--- src/rtl/mips_pkg.sv ---
// Shared definitions for the MIPS core: fetch FSM encoding, reset PC default,
// opcode constants and small decode helpers.
package mips_pkg;

  typedef enum logic [1:0] {
    IDLE  = 2'd0,
    FETCH = 2'd1,
    ISSUE = 2'd2
  } fetch_state_t;

  localparam logic [31:0] DEFAULT_RESET_PC = 32'h0000_0000;

  localparam logic [5:0] OP_RTYPE = 6'h00;
  localparam logic [5:0] OP_J     = 6'h02;
  localparam logic [5:0] OP_JAL   = 6'h03;
  localparam logic [5:0] OP_BEQ   = 6'h04;
  localparam logic [5:0] OP_BNE   = 6'h05;
  localparam logic [5:0] OP_ADDI  = 6'h08;
  localparam logic [5:0] OP_LW    = 6'h23;
  localparam logic [5:0] OP_SW    = 6'h2B;

  function automatic logic [31:0] sext_imm(input logic [15:0] imm);
    return {{16{imm[15]}}, imm};
  endfunction

endpackage

--- src/rtl/next_pc_calc.sv ---
// Combinational next-PC selection: jump beats taken branch beats sequential.
// All arithmetic wraps modulo 2^32.
module next_pc_calc
  import mips_pkg::*;
(
  input  logic [31:0] pc,
  input  logic [31:0] instr,
  input  logic        jump,
  input  logic        branch,
  input  logic        zero,
  output logic [31:0] next_pc
);

  logic [31:0] pc4;
  logic [31:0] branch_off;
  logic        unused_op;

  // The opcode field is decoded upstream; only the target/immediate matter here.
  assign unused_op  = ^instr[31:26];
  assign pc4        = pc + 32'd4;
  assign branch_off = sext_imm(instr[15:0]) << 2;

  always_comb begin
    next_pc = pc4;
    if (jump) begin
      next_pc = {pc4[31:28], instr[25:0], 2'b00};
    end else if (branch && zero) begin
      next_pc = pc4 + branch_off;
    end
  end

endmodule

--- src/rtl/fetch_unit.sv ---
// Instruction fetch and sequencing: owns the PC, fetches over req/ack and
// hands each instruction to decode over valid/ready.
module fetch_unit
  import mips_pkg::*;
#(
  parameter logic [31:0] RESET_PC = DEFAULT_RESET_PC
) (
  input  logic        clk,
  input  logic        reset,
  output logic        imem_req,
  output logic [31:0] imem_addr,
  input  logic        imem_ack,
  input  logic [31:0] imem_rdata,
  output logic [31:0] instr,
  output logic        instr_valid,
  input  logic        instr_ready,
  input  logic        jump,
  input  logic        branch,
  input  logic        zero,
  output logic [31:0] pc,
  output logic [31:0] instret
);

  // Handshakes: a fetch completes on an edge with imem_req && imem_ack; an
  // instruction retires on an edge with instr_valid && instr_ready, which is
  // also the only edge where jump/branch/zero are sampled. Req and addr hold
  // steady until the ack, and instr holds steady until retirement.

  fetch_state_t state, state_n;
  logic [31:0]  pc_n, instr_n, instret_n, next_pc;
  logic         imem_req_n, instr_valid_n;

  next_pc_calc u_next_pc (
    .pc      (pc),
    .instr   (instr),
    .jump    (jump),
    .branch  (branch),
    .zero    (zero),
    .next_pc (next_pc)
  );

  assign imem_addr = pc;

  always_ff @(posedge clk or posedge reset) begin
    if (reset) begin
      state       <= IDLE;
      pc          <= RESET_PC;
      instr       <= 32'd0;
      instr_valid <= 1'b0;
      imem_req    <= 1'b0;
      instret     <= 32'd0;
    end else begin
      state       <= state_n;
      pc          <= pc_n;
      instr       <= instr_n;
      instr_valid <= instr_valid_n;
      imem_req    <= imem_req_n;
      instret     <= instret_n;
    end
  end

  always_comb begin
    state_n       = state;
    pc_n          = pc;
    instr_n       = instr;
    instr_valid_n = instr_valid;
    imem_req_n    = imem_req;
    instret_n     = instret;
    case (state)
      IDLE: begin
        imem_req_n = 1'b1;
        state_n    = FETCH;
      end
      FETCH: begin
        if (imem_ack) begin
          instr_n       = imem_rdata;
          instr_valid_n = 1'b1;
          imem_req_n    = 1'b0;
          state_n       = ISSUE;
        end
      end
      ISSUE: begin
        if (instr_ready) begin
          pc_n          = next_pc;
          instret_n     = instret + 32'd1;
          instr_valid_n = 1'b0;
          imem_req_n    = 1'b1;
          state_n       = FETCH;
        end
      end
      default: begin
        state_n       = IDLE;
        instr_valid_n = 1'b0;
        imem_req_n    = 1'b0;
      end
    endcase
  end

endmodule

--- config.mk ---
export PLATFORM = sky130hd
export DESIGN_NAME = fetch_unit
export DESIGN_NICKNAME = d
export VERILOG_FILES = /design/src/rtl/mips_pkg.sv /design/src/rtl/next_pc_calc.sv /design/src/rtl/fetch_unit.sv
export SDC_FILE = /design/constraint.sdc
export NUM_CORES = 1
export LEC_CHECK = 0
export BUFFER_PORTS_ARGS = -buffer_cell sky130_fd_sc_hd__buf_2
export CELL_PAD_IN_SITES_DETAIL_PLACEMENT = 1
export CELL_PAD_IN_SITES_GLOBAL_PLACEMENT = 2
export CORE_UTILIZATION = 36
export CTS_BUF_LIST = sky130_fd_sc_hd__clkbuf_2 sky130_fd_sc_hd__clkbuf_4 sky130_fd_sc_hd__clkbuf_8
export CTS_CLUSTER_SIZE = 16
export DETAILED_ROUTE_END_ITERATION = 6
export PLACE_DENSITY_LB_ADDON = 0.1
export RECOVER_POWER = 50
export SLEW_MARGIN = 20
export SYNTH_ARGS = -nofsm -noshare
export SYNTH_HDL_FRONTEND = slang
export SYNTH_SLANG_ARGS = --single-unit
--- constraint.sdc ---
create_clock -name clk -period 7.4 [get_ports clk]
set_clock_uncertainty 0.1 [all_clocks]
set_input_delay 1.48 -clock clk [delete_from_list [all_inputs] [get_ports clk]]
set_output_delay 1.48 -clock clk [all_outputs]
set_load 0.01 [all_outputs]
==> summary.txt <==
Synth
  • Yosys cell types: 65
  • Mapped Cells: 735
  • Number of flops mapped to enable cells by yosys: 0
  • Post-Syn Area: 0.00668 mm2
  • Yosys warns: 0
  • Post-synth ARST share: 1.00
  • Synth Flop Type: dfrtp_1
  • Avg Cell Area, Syn: 9.09 um2
  • Post-synthesis sequential area ratio: 0.363
  • #FFs+latches synth: 97

Route
  • Routed wire per std cell: 19.5 um
  • Drt total wl: 21.3 mm
  • Antenna Nets Post-Route: 0
  • DR vias: 5,861
  • DR DRC count: 14
  • TritonRoute pass-1 iters: 7
  • Via density: 5.36
  • DR iter-0 viols: 216

Min path
  • Hold path startpoint: instret[31]
  • WHS Endpoint: instret[31]
  • Hold path cells: 1
  • Worst Hold Class: flop to flop

STA
  • Endpoints failing setup: 0
  • RSZ-0062 raised after global routing: no
  • Worst rel slew slack: -0.479
  • Fmax: 216 MHz
  • Post-layout min period: 4.62 ns
  • Slew Viols, Final: 82
  • Tcrit/Tclk final: 0.625
  • Fin Setup TNS: 0 ns
  • Worst-Margin Slew: 2.22 ns
  • Fin Hold WS: 0.381 ns
  • Fin. Hold Viols: 0
  • Post-route setup slack: 2.78 ns

Run
  • Max_cap viols: 2

Global routing
  • Vias in the first global route: 6,297
  • Largest net degree at the start of global routing: 66
  • First-pass GRT wire length: 35.0 mm
  • Total track usage: 0.232
  • GRT overflow: 0
  • Initial antenna violation count: 1

Floorplan
  • Initial Util: 0.369
  • Cell Rows: 49
  • Core footprint: 0.0181 mm2
  • I/O pin count: 169
  • Die Y: 138 um
  • Die span in x: 138 um
  • Die Area: 0.0191 mm2

Cells and area
  • Nets: 937
  • Leading cell types in the layout, fill and taps excluded: buf_2, dfrtp_1, nand2_1
  • Fraction of layout cells with a size suffix above 1: 0.200
  • Number of diodes: 0
  • Layout area overhead: 13.9%
  • Fill cell count: 2,170
  • Most common cell after layout, fill and taps aside: buf_2
  • Post-layout util: 0.421

Critical path
  • Worst Path Arrival: 4.82 ns
  • Reg-to-reg endpoint: imem_addr[30]
  • Setup Crit Path Kind: input port to flop
  • CP Capture Type: flop
  • Worst stage delay on the critical path: 0.96 ns
  • CP required: 7.59 ns
  • Cells on worst reg2reg path: 15
  • Reg-to-reg setup timing slack: 3.07 ns
  • CP Cell Sequence: clkbuf_1 > nand2_1 > nor2_1 > clkbuf_1 > nand4_1 > nor4_1 > nand3_1 > nor2_1 > nand3_1 > xnor2_1
  • R2R Path Start: imem_addr[4]
  • Worst-path maximum fanout: 21
  • Critical Path Source Type: input port
  • Slowest-stage cell, CP: clkbuf_1

CTS
  • Later-pin clock latency in the skew report: 0.40 ns
  • Root buffer cell: clkbuf_8
  • Clock sink total: 97
  • Max H-tree Level: 3
  • Hold buffers post-CTS: 0
  • Clock buffer depth: 2
  • CTS tree: yes
  • Post-CTS Setup Inserts: 0
  • Cts repair resizes: 0
  • CTS clk-pin slew, worst paths: 0.11 ns
  • CTS Buf Count: 9

Pwr
  • PwrDens: 469 mW/mm2
  • Peak VDD IR: 0.170 mV
  • P_leak: 3.47 nW
  • Total power: 3.57 mW

Placement
  • Hpwl dp: 15.9 mm
  • Buffers on Ports: 164
  • Global placer's final weighted congestion: 0.909
  • Pre-CTS setup slack: 3.11 ns

Run status
  • Status: complete, but fails checks
  • Violations in the final reports: DRC, capacitance limit, slew limit
## registers in the layout (all words and copies together), names as in the netlist
signal and flops:
instr_valid 1, instr 32, instret 32, imem_addr 30, state 2
## power by group
group,switching (mW),total [mW],internal [mW]
Sequential,0.285,0.996,0.711
Clock,0.236,0.372,0.135
Combinational,1.27,2.20,0.935
Total,1.79,3.57,1.78
## stage by stage
step	instances	cell area [um2]
2_1_floorplan	738	6690
3_3_place_gp	1077	7490
3_5_place_dp	1077	7490
4_1_cts	1093	7690
5_1_grt	1093	7610
6_report	1093	7610
## how the worst max path moves through the flow
stage	from	to	slack, ns
3_5_place_dp	instr_ready	instret[29]	3.11
4_1_cts	imem_addr[4]	imem_addr[30]	3.10
6_report	instr_ready	instret[29]	2.78
3_3_place_gp	imem_addr[4]	imem_addr[31]	3.29
2_1_floorplan	reset	imem_addr[10]	3.29
5_1_grt	instr_ready	instret[29]	2.43
## cell families (layout without fill, tap and decap cells)
family | count (synthesis) | in the layout | share of synthesized area
AO/OA/AOI/OAI | 162 | 162 | 0.154
XOR/XNOR | 81 | 81 | 0.106
adder cells (fa/ha/maj) | 39 | 39 | 0.0742
buffers and inverters | 70 | 196 | 0.0592
flip-flops | 97 | 97 | 0.363
multiplexers | 36 | 36 | 0.0601
other | 1 | 4 | 0.000561
AND/OR/NAND/NOR | 249 | 249 | 0.182
## per-layer routing
metal  global-route usage  routed length [um]
met1                0.299                9730
met2                0.389               10100
met3               0.0485                1060
met4               0.0721                 378
met5                    0                  10
## cells in the mapped netlist, types with 18 or more instances
library cell / instances / area share
buf_4: 35 / 0.039
nand4_1: 19 / 0.018
nand2_1: 81 / 0.046
a21oi_1: 46 / 0.034
xnor2_1: 58 / 0.076
xor2_1: 23 / 0.030
nand3_1: 33 / 0.025
mux2_2: 33 / 0.056
o21ai_0: 45 / 0.034
clkbuf_1: 23 / 0.013
nor2_1: 55 / 0.031
ha_1: 38 / 0.071
dfrtp_1: 97 / 0.36
and3_1: 18 / 0.017
## worst max-delay path, delay by kind of cell
kind / cells / cell delay (ns)
buffers and inverters: 2 / 1.09
xor gates and xnor gates: 1 / 0.14
and+or+nand+nor: 7 / 2.10
## layout make-up
| cell class | instances | area, um2 | share of cell area |
|---|---|---|---|
| clock buffers | 9 | 124 | 0.0163 |
| clock inverters | 7 | 81.3 | 0.0107 |
| inverters | 10 | 38.8 | 0.00510 |
| multi-input cells | 571 | 3870 | 0.509 |
| flip-flops and latches | 97 | 2430 | 0.319 |
| well taps | 229 | 287 | 0.0377 |
| repair buffers | 170 | 781 | 0.103 |
(Power assumes the default switching activity.)
